===== src/rtl/timer_pkg.sv =====
// Shared types and limits for the H:M:S countdown timer.
// Pure declarations; no clocked logic lives here.
package timer_pkg;

    typedef enum logic [2:0] {
        ST_IDLE    = 3'd0,
        ST_ARMED   = 3'd1,
        ST_RUN     = 3'd2,
        ST_PAUSED  = 3'd3,
        ST_EXPIRED = 3'd4
    } state_e;

    localparam logic [7:0] SEC_MAX = 8'd59;
    localparam logic [7:0] MIN_MAX = 8'd59;

    function automatic logic [7:0] clamp8(input logic [7:0] v, input logic [7:0] lim);
        return (v > lim) ? lim : v;
    endfunction

endpackage


===== src/rtl/dn_count_mod.sv =====
// Mod-(MAXV+1) down counter with clear, load, enable and borrow-out.
// Count updates one cycle after clr/ld/en; borrow_out is combinational (en while at zero).
module dn_count_mod #(
    parameter int W    = 8,
    parameter int MAXV = 59
) (
    input  logic         CLK,
    input  logic         rst_n,
    input  logic         clr,
    input  logic         ld,
    input  logic [W-1:0] ld_val,
    input  logic         en,
    output logic [W-1:0] cnt,
    output logic         borrow_out
);

    localparam logic [W-1:0] ONE  = 1;
    localparam logic [W-1:0] WRAP = W'(MAXV);

    logic [W-1:0] cnt_q;
    logic [W-1:0] cnt_d;

    always_comb begin
        cnt_d = cnt_q;
        if (clr) begin
            cnt_d = '0;
        end else if (ld) begin
            cnt_d = ld_val;
        end else if (en) begin
            cnt_d = (cnt_q == '0) ? WRAP : (cnt_q - ONE);
        end
    end

    always_ff @(posedge CLK or negedge rst_n) begin
        if (!rst_n) begin
            cnt_q <= '0;
        end else begin
            cnt_q <= cnt_d;
        end
    end

    assign cnt        = cnt_q;
    assign borrow_out = en && (cnt_q == '0);

endmodule


===== src/rtl/timer_cntdn_hms.sv =====
// Hours/minutes/seconds countdown timer with load/start/pause/clear control.
// Outputs change on the CLK edge after the controlling input; all outputs registered.
module timer_cntdn_hms
    import timer_pkg::*;
#(
    parameter int HR_MAX = 23
) (
    input  logic       CLK,
    input  logic       rst_n,
    input  logic       tick_1hz,
    input  logic       load,
    input  logic [7:0] set_hr,
    input  logic [7:0] set_min,
    input  logic [7:0] set_sec,
    input  logic       start,
    input  logic       pause,
    input  logic       clear,
    output logic [7:0] hr,
    output logic [7:0] min,
    output logic [7:0] sec,
    output logic       running,
    output logic       expired,
    output logic       done_pulse
);

    localparam logic [7:0] HR_LIM = 8'(HR_MAX);

    state_e     state_q;
    logic       running_q;
    logic       expired_q;
    logic       done_q;

    logic [7:0] hr_ld_d;
    logic [7:0] min_ld_d;
    logic [7:0] sec_ld_d;
    logic       preset_nz_d;
    logic       load_ok_d;
    logic       start_ok_d;
    logic       dec_d;
    logic       at_one_d;
    logic       expire_d;
    logic       sec_borrow;
    logic       min_borrow;
    logic       hr_borrow;

    assign hr_ld_d     = clamp8(set_hr, HR_LIM);
    assign min_ld_d    = clamp8(set_min, MIN_MAX);
    assign sec_ld_d    = clamp8(set_sec, SEC_MAX);
    assign preset_nz_d = |{hr_ld_d, min_ld_d, sec_ld_d};

    // Priority chain clear > load > pause > start > tick; load is dead in RUN.
    assign load_ok_d  = !clear && load && (state_q != ST_RUN);
    assign start_ok_d = !clear && !load && !pause && start &&
                        ((state_q == ST_ARMED) || (state_q == ST_PAUSED));
    assign dec_d      = !clear && !pause && tick_1hz && (state_q == ST_RUN);

    assign at_one_d = (hr == 8'd0) && (min == 8'd0) && (sec == 8'd1);
    assign expire_d = dec_d && at_one_d;

    dn_count_mod #(.W(8), .MAXV(59)) u_sec (
        .CLK        (CLK),
        .rst_n      (rst_n),
        .clr        (clear),
        .ld         (load_ok_d),
        .ld_val     (sec_ld_d),
        .en         (dec_d),
        .cnt        (sec),
        .borrow_out (sec_borrow)
    );

    dn_count_mod #(.W(8), .MAXV(59)) u_min (
        .CLK        (CLK),
        .rst_n      (rst_n),
        .clr        (clear),
        .ld         (load_ok_d),
        .ld_val     (min_ld_d),
        .en         (sec_borrow),
        .cnt        (min),
        .borrow_out (min_borrow)
    );

    // Count is never decremented from 00:00:00, so the hour borrow is never consumed.
    dn_count_mod #(.W(8), .MAXV(HR_MAX)) u_hr (
        .CLK        (CLK),
        .rst_n      (rst_n),
        .clr        (clear),
        .ld         (load_ok_d),
        .ld_val     (hr_ld_d),
        .en         (min_borrow),
        .cnt        (hr),
        .borrow_out (hr_borrow)
    );

    always_ff @(posedge CLK or negedge rst_n) begin
        if (!rst_n) begin
            state_q   <= ST_IDLE;
            running_q <= 1'b0;
            expired_q <= 1'b0;
            done_q    <= 1'b0;
        end else begin
            done_q <= 1'b0;
            if (clear) begin
                state_q   <= ST_IDLE;
                running_q <= 1'b0;
                expired_q <= 1'b0;
            end else if (load_ok_d) begin
                state_q   <= preset_nz_d ? ST_ARMED : ST_IDLE;
                running_q <= 1'b0;
                expired_q <= 1'b0;
            end else begin
                case (state_q)
                    ST_ARMED, ST_PAUSED: begin
                        if (start_ok_d) begin
                            state_q   <= ST_RUN;
                            running_q <= 1'b1;
                        end
                    end
                    ST_RUN: begin
                        if (pause) begin
                            state_q   <= ST_PAUSED;
                            running_q <= 1'b0;
                        end else if (expire_d) begin
                            state_q   <= ST_EXPIRED;
                            running_q <= 1'b0;
                            expired_q <= 1'b1;
                            done_q    <= 1'b1;
                        end
                    end
                    default: begin
                    end
                endcase
            end
        end
    end

    assign running    = running_q;
    assign expired    = expired_q;
    assign done_pulse = done_q;

    logic unused_ok;
    assign unused_ok = hr_borrow;

endmodule


===== config.mk =====
export PLATFORM = sky130hd
export DESIGN_NAME = timer_cntdn_hms
export DESIGN_NICKNAME = d
export VERILOG_FILES = /design/src/rtl/timer_pkg.sv /design/src/rtl/dn_count_mod.sv /design/src/rtl/timer_cntdn_hms.sv
export SDC_FILE = /design/constraint.sdc
export NUM_CORES = 1
export LEC_CHECK = 0
export CORE_UTILIZATION = 49
export DETAILED_ROUTE_END_ITERATION = 6
export GPL_ROUTABILITY_DRIVEN = 0
export HOLD_SLACK_MARGIN = 0.02
export PLACE_DENSITY = 0.8
export SETUP_SLACK_MARGIN = 0.05
export SKIP_LAST_GASP = 1
export SYNTH_ARGS = -nofsm -noshare
export SYNTH_HDL_FRONTEND = slang
export SYNTH_SLANG_ARGS = --single-unit

===== constraint.sdc =====
create_clock -name CLK -period 5.21 [get_ports CLK]
set_input_delay 0.7815 -clock CLK [delete_from_list [all_inputs] [get_ports CLK]]
set_output_delay 0.7815 -clock CLK [all_outputs]
set_load 0.1 [all_outputs]

* Yosys cells after proc, flatten, opt, wreduce, memory -nomap -nowiden
Index checks and enable logic that the tools add are counted.
** Word-level totals
- Bits in registers :: 30
- Bits of input ports :: 31
- Logic and storage cells :: 90
** Operators by class
- Add/subtract/negate cells :: 3
- Magnitude comparators :: 3
- Equality and inequality tests :: 8
- Mux-type cells :: 38
- Reductions and logical operators :: 31
** Operators with widths (number)
- 2-to-1 mux 8 bit :: 15
- zero test 8 bit :: 3
- OR reduction 24 bit :: 1
- subtractor 8 x 1 -> 8 bit, second input constant :: 3
- greater-than comparator 8 x 6 -> 1 bit, second input constant :: 2
- 2-to-1 mux 1 bit :: 16
- 2-to-1 mux 3 bit :: 5
- nonzero test 3 bit :: 5
- logical AND 1 bit :: 14
- equality test 8 x 1 -> 1 bit, second input constant :: 1
- greater-than comparator 8 x 5 -> 1 bit, second input constant :: 1
- equality test 3 x 2 -> 1 bit, second input constant :: 2
- case mux 3 bit (2 select lines) :: 1
- AND reduction 3 bit :: 2
- inequality test 5 bit, second input constant :: 1
- inequality test 4 bit, second input constant :: 1
- nonzero test 4 bit :: 1
- equality test 3 x 1 -> 1 bit, second input constant :: 1
- zero test 1 bit :: 3
- inequality test 3 x 1 -> 1 bit, second input constant :: 1
- inequality test 3 x 2 -> 1 bit, second input constant :: 1
- case mux 1 bit (2 select lines) :: 1
- OR reduction 2 bit :: 1
- logical OR 1 bit :: 1

* Longest topological paths before layout
- Depth in word-level cells :: 10
- Depth in mapped cells :: 7

* Cells and area by module
Synthesis repeated with hierarchy kept, for this count alone.
** Second synthesis, totals
- Cells, all modules :: 259
- Area, all modules :: 2183.3 µm²
** Modules (own cells, without submodules)
- dn_count_mod (u_min ...) :: times used 2, cells each 65, area an instance 545.5 µm², sequential area each 200.2 µm²
- timer_cntdn_hms :: times used 1, cells each 74, area an instance 584.3 µm², sequential area each 150.1 µm²
- dn_count_mod (u_hr) :: times used 1, cells each 55, area an instance 508.0 µm², sequential area each 200.2 µm²

* Worst setup path after synthesis
Ideal clock, no wire load.
- Path type :: flip-flop to flip-flop
- Start point :: register u_min.cnt_q[4], in the netlist u_min.cnt[4]
- End point :: register running_q, in the netlist running
- Arrival :: 2.743 ns
- Data required time :: 5.083 ns
- Path slack :: 2.340 ns
- Stages on the path, launching flop included :: 6
- Path buffers :: 0
- Clock period less this slack :: 2.870 ns
- Cell sequence :: dfrtp_1 > or4_4 > or4b_4 > or4_4 > a21oi_1 > o21ai_0
** Between the ends
- Word-level cells in the longest chain between the ends :: 6
** Ends and longest elaborated chain
- start: declaration :: line dn_count_mod.sv:20 : logic [W-1:0] cnt_q;
- start signal: assignment :: line dn_count_mod.sv:38 : cnt_q <= cnt_d;
- zero test 8 bit :: line timer_cntdn_hms.sv:57 : assign at_one_d = (hr == 8'd0) && (min == 8'd0) && (sec == 8'd1);
- logical AND 1 bit (2 in a row) :: line timer_cntdn_hms.sv:57
- logical AND 1 bit :: line timer_cntdn_hms.sv:58 : assign expire_d = dec_d && at_one_d;
- inequality test 5 bit (no source line)
- AND reduction 3 bit (no source line)
- end signal: assignment :: line timer_cntdn_hms.sv:97 : running_q <= 1'b0;
- end signal: assignment :: line timer_cntdn_hms.sv:104 : running_q <= 1'b0;
- end signal: assignment :: line timer_cntdn_hms.sv:108 : running_q <= 1'b0;
- end: declaration :: line timer_cntdn_hms.sv:29 : logic running_q;
No other way between the ends.
A chain may end at the register's enable or synchronous reset.

* Worst setup path after layout
- Start point :: input port clear
- End point :: register u_min.cnt_q[7], in the netlist u_min.cnt[7]
** Between the ends
- Word-level cells in the longest chain between the ends :: 6
** Ends and longest elaborated chain
- start: declaration :: line timer_cntdn_hms.sv:17 : input logic clear,
- zero test 1 bit :: line timer_cntdn_hms.sv:52, timer_cntdn_hms.sv:55
- logical AND 1 bit (3 in a row) :: line timer_cntdn_hms.sv:55 : assign dec_d = !clear && !pause && tick_1hz && (state_q == ST_RUN);
- logical AND 1 bit :: line dn_count_mod.sv:43 : assign borrow_out = en && (cnt_q == '0);
- nonzero test 3 bit (no source line)
Several ways; a longest one is shown, not always the timed one.

==> metrics.yaml <==
run_status:
  status: "finished, final reports clean"
synthesis:
  yosysSeqAreaShare_pct: 37.3
  synth_top_area_share_pct: 37.3
  syn_inst: 229
  synthFlopType: "dfrtp_1"
  yosys_warnings: 0
  synth_area_um2: 2010
  synth_common_cells: "30 x dfrtp_1, 21 x nand2_1, 15 x nor2_1"
  synth_area_leader_cell: "dfrtp_1"
  synth_edf_count: 0
  synth_area_leaders: "dfrtp_1 37%, ha_1 4.4%, nand2_1 3.9%"
  netlist-cell-type-count: 53
  syn_nets: 267
  async_flop_share_pct: 100
  synth.most_common_cell: "dfrtp_1"
  ys_seq_elements: 30
  syn_area_per_cell_um2: 8.78
die:
  fp-row-count: 22
  die_y_um: 66.1
  initial_core_util_pct: 52.9
  dieArea_um2: 4360
  coreArea_um2: 3800
  fp.dieW_um: 66.1
  io_pins: 58
pwr:
  p_leak_nw: 1.18
  power_mw: 1.07
  pwr_density_cell_nw_per_um2: 390
  ir_drop_v: 0.000286
cts:
  cts-root-buf: "clkbuf_8"
  clkTransAtPathRegs_ns: 0.07
  htreeDepth: 2
  numCtsBuffers: 5
  clockBufferDepth: 2
  post-cts-setup-buffers: 0
  cts.sinks: 30
  cts_hold_buf: 0
  cts-resized-gates: 0
  cts_tree: "built"
  worstSkewPairLatency_ns: 0.29
timing:
  slew_viol_final: 0
  finalSetupViolCount: 0
  whs_ns: 0.512
  final-hold-violation-count: 0
  post-route-period-util_pct: 57.0
  rsz0062_at_grt: "false"
  fin_skew_ns: 0.00844
  slew_headroom_pct: 34.9
  fin_crit_ns: 2.97
  worst_pin_slew_ns: 0.974
  tns_ns: 0
  fmaxAchievable_mhz: 337
  fin_ws_ns: 2.24
cells_and_area:
  n_fill_cell: 300
  utilization_pct: 72.2
  nets: 328
  synthToLayoutAreaGrowth_pct: 36.4
  layout-drive-gt1-share_pct: 6.53
  diodes: 0
drt:
  avgViaCountPerCell: 6.16
  drtIter0Drc: 135
  drc: 0
  vias: 2088
  dr.pass1.iters: 4
  drt_wl_total_um: 5630
  ant_nets: 0
  wl_per_cell_um: 16.6
job:
  cap_viol_max_count: 0
critical_path:
  crit_arrival_ns: 3.18
  crit_path_end_kind: "register"
  path_max_fanout: 13
  rr_worst_depth: 5
  criticalPathCategory: "in -> reg"
  crit_required_ns: 5.43
  worst_setup_path_start_kind: "input port"
placement:
  dp_hpwl_um: 4180
  io_buffer_count: 57
  post-place-ws_ns: 1.98
global_route:
  grtUsageTotal_pct: 27.5
  overflow: 0
  grt_pass1_vias: 1975
  grt_pass1_wl_um: 9080
  antenna_found_initial: 0
  grt_max_degree: 31
hold_path:
  hp-class: "reg -> reg"
  min_path_cells: 2
path summary, 6_finish.rpt:
check	from	endpoint	slack, ns
worst max-delay path	clear	u_min.cnt[7]$_DFFE_PN0P_	2.24
worst min-delay path	expired$_DFFE_PN0P_	expired$_DFFE_PN0P_	0.51
worst max register to register	u_min.cnt[4]$_DFFE_PN0P_	u_hr.cnt[6]$_DFFE_PN0P_	2.63
worst min register to register	expired$_DFFE_PN0P_	expired$_DFFE_PN0P_	0.51
max in group asynchronous	rst_n	u_sec.cnt[5]$_DFFE_PN0P_	4.03
min in group asynchronous	rst_n	state_q[0]$_DFFE_PN0P_	0.88
sequential cells by signal (all words and copies together) (netlist names):
signal and cells:
state_q 3, u_min.cnt 8, u_hr.cnt 8, u_sec.cnt 8, done_pulse 1, running 1, expired 1
where the power goes:
group,leakage [nW],internal (mW),switching (mW)
Combinational,0.718,0.165,0.366
Clock,0.0579,0.141,0.0946
Sequential,0.401,0.261,0.0439
placed cells by master, fill, tap and decap left out, types with 2 or more instances in the layout:
master / n
a31oi_1: 3
o32ai_1: 2
clkbuf_8: 5
nor2_1: 15
ha_1: 7
o22ai_1: 6
nor3b_1: 2
or4_1: 2
and3_1: 3
nand4_1: 5
and2_1: 2
or3_1: 6
o21ai_0: 11
nand3_1: 6
o2111ai_1: 2
nor4_1: 10
o221ai_1: 3
clkdlybuf4s50_1: 57
o31ai_1: 5
a211oi_1: 4
a2111o_1: 2
inv_1: 14
a21o_1: 7
nand2b_1: 5
a21oi_1: 9
xnor2_1: 2
nor2b_1: 2
a22o_1: 2
or4_4: 2
nand3b_1: 2
clkinv_2: 2
dfrtp_1: 30
xor2_1: 5
nand2_1: 21
a22oi_1: 2
nor3_1: 7
area by class of cell:
class | instances | area [µm²] | area share (%)
multi-input combinational | 180 | 1190 | 43.3
sequential | 30 | 751 | 27.4
timing repair buffer | 58 | 578 | 21.1
clock buffer | 5 | 68.8 | 2.51
clock inverter | 3 | 40.0 | 1.46
tap | 48 | 60.1 | 2.19
inverter | 15 | 56.3 | 2.05
cells by family (layout without fill, tap and decap cells):
kind of cell	Yosys count	count (layout)	share of synthesized area (%)
and+or+nand+nor	99	99	27.9
AOI/OAI and AO/OA	67	67	23.8
DFF	30	30	37.3
buffers and inverters	19	81	3.55
adders and majority gates	7	7	4.36
xor gates and xnor gates	7	7	3.05
stage by stage:
| step | instance area [µm²] | cells |
|---|---|---|
| 6_report | 2740 | 339 |
| 5_1_grt | 2740 | 339 |
| 4_1_cts | 2740 | 339 |
| 3_5_place_dp | 2630 | 331 |
| 3_3_place_gp | 2630 | 331 |
| 2_1_floorplan | 2010 | 229 |
routing by layer:
layer	vias up	global-route usage, %	share of wire [%]
met1	1030	36.0	46
met5	-	0	0
met4	0	7.98	0.98
met3	6	6.38	4.1
li1	998	-	-
met2	54	44.9	48
worst max-delay path: stages:
cell             delay, ns
clkdlybuf4s50_1       0.62
nor3b_1               0.50
and4_1                0.31
a21oi_1               0.16
or4_2                 0.65
a21oi_1               0.16
No activity file was read; power rests on OpenSTA's default activity.
==> edit: new RTL, config.mk and constraints unchanged <==
Re-encode `state_e` (5 states) as one-hot, 5 bits wide.
--- a/src/rtl/timer_pkg.sv
+++ b/src/rtl/timer_pkg.sv
@@ -4,8 +4,8 @@
 
-    typedef enum logic [2:0] {
-        ST_IDLE    = 3'd0,
-        ST_ARMED   = 3'd1,
-        ST_RUN     = 3'd2,
-        ST_PAUSED  = 3'd3,
-        ST_EXPIRED = 3'd4
+    typedef enum logic [4:0] {
+        ST_IDLE    = 5'b00001,
+        ST_ARMED   = 5'b00010,
+        ST_RUN     = 5'b00100,
+        ST_PAUSED  = 5'b01000,
+        ST_EXPIRED = 5'b10000
     } state_e;
Behaviour: same outputs for any inputs over 10 cycles, from zero or initial values and one cycle with rst_n low; not proved beyond that.
==> edit against the unedited design <==
  * Total power decreased by 18%
  * Worst setup slack got worse by 0.20 ns
  * Final area grew 4.4%
  * Critical endpoint is now u_min.cnt[3]
  * Sequential share of layout area decreased by 0.24 points
  * Clock skew is 0.0041 ns lower
  * Synthesized area rose by 6.4%
  * Routed wire length increased by 14%
  * Sequential cell count rose by 1
==> edit: results (changes against the unedited design) <==
{| class="wikitable"
! Metric !! Value
|-
| Net count of the mapped netlist || 289 (+8.2%)
|-
| Final critical-path setup slack || 2.039 ns (-0.2038 ns)
|-
| Data arrival time of the critical path || 3.35 ns (+0.17 ns)
|-
| Master of the slowest instance on the critical path || sky130_fd_sc_hd__clkdlybuf4s50_1
|-
| Total wire length || 6391 um (+14%)
|-
| Primary flip-flop cell chosen by synthesis mapping || sky130_fd_sc_hd__dfrtp_1
|-
| Critical path destination || u_min.cnt[3]
|-
| Cell count after synthesis || 251 (+9.6%)
|-
| Minimum setup slack among reg-to-reg paths || 2.38 ns (-0.25 ns)
|-
| Number of global-route vias before repair || 2,110 (+6.8%)
|-
| Number of vias per cell after detailed routing || 6.579 (+6.8%)
|-
| Max_slew headroom || 29.54% (-5.3 points)
|-
| Number of warning messages in the yosys log || 0 (unchanged)
|-
| Peak supply drop || 0.1881 mV (-34%)
|-
| Startpoint of the worst-slack reg-to-reg timing path || u_sec.cnt[4]
|-
| Worst Clk Skew || 0.004375 ns (-0.004065 ns)
|-
| Routed wire length per instance || 17.70 um (+6.7%)
|-
| Crit path largest cell delay || 1.17 ns (+0.52 ns)
|-
| Post-Place Worst Slack || 1.845 ns (-0.1345 ns)
|-
| Global-route wire length before repair || 9942 um (+9.5%)
|-
| Maximum number of pins on one net before global-route repair || 32 (+3.2%)
|-
| Crit. Startpoint || clear
|-
| Synth cell types || 61 (+15%)
|-
| DRT iter0 DRCs || 288 (+110%)
|-
| Result of the run || complete, no violations
|-
| Critical setup path kind || input port to flip-flop
|-
| Estimated wirelength of the detail-placed design || 4782 um (+14%)
|-
| Most frequent cells after synthesis || sky130_fd_sc_hd__dfrtp_1, sky130_fd_sc_hd__nor2_1, sky130_fd_sc_hd__nand3_1, sky130_fd_sc_hd__o21ai_0, sky130_fd_sc_hd__a21oi_1
|-
| Static Leak || 1.143 nW (-2.9%)
|-
| Worst reg2reg endpoint || u_hr.cnt[1]
|-
| Critical Path Fanout Max || 30 (+17)
|-
| Global-route usage over all layers || 29.32% (+1.9 points)
|-
| Cell types occupying the most area after synthesis || sky130_fd_sc_hd__dfrtp_1, sky130_fd_sc_hd__nor2_1, sky130_fd_sc_hd__ha_1, sky130_fd_sc_hd__nand3_1, sky130_fd_sc_hd__o21ai_0
|}
[edit: layout make-up]
cell class	instances	area, sq um
repair buffers	60	593.1
fillers	353	1222
well taps	50	62.56
multi-input cells	201	1290
inverters	11	41.29
clock buffers	8	100.1
flip-flops and latches	31	777.0
[edit: layer usage]
layer	part of all wire [%]	GRT usage (%)	up-vias
li1	-	-	1091
met1	42	39.13	1138
met2	47	46.81	129
met3	8.6	5.167	17
met4	2.3	11.20	0
met5	0	0	-
[edit: cells by family after synthesis]
kind of cell	count (synthesis)	share of synthesized area (%)
AOI/OAI and AO/OA	75	24.09
adders and majority gates	7	4.093
DFF	31	36.32
muxes	2	0.9941
buffers and inverters	19	3.391
xor gates and xnor gates	4	1.638
and+or+nand+nor	113	29.47
[edit: worst min path at each step]
stage	end	slack, ns	cells after the start
finish	state_q[4]	0.51	2
global route	state_q[4]	0.52	2
CTS	state_q[4]	0.50	2
detailed placement	state_q[4]	0.49	2
global placement	state_q[4]	0.49	2
floorplan	state_q[4]	0.45	2
[edit: power by group]
group	switching [mW]	total, mW	internal [mW]	leakage (nW)
logic	0.262	0.378	0.115	0.681
registers	0.0316	0.293	0.262	0.410
clock network	0.0896	0.210	0.120	0.0515
[edit: worst register-to-register path, stage by stage, from the launching register on]
cell and delay (ns):
sky130_fd_sc_hd__dfrtp_1 0.46, sky130_fd_sc_hd__or4_4 0.61, sky130_fd_sc_hd__or4b_1 0.64, sky130_fd_sc_hd__nor3_1 0.51, sky130_fd_sc_hd__mux2_2 0.39, sky130_fd_sc_hd__o21ai_0 0.15
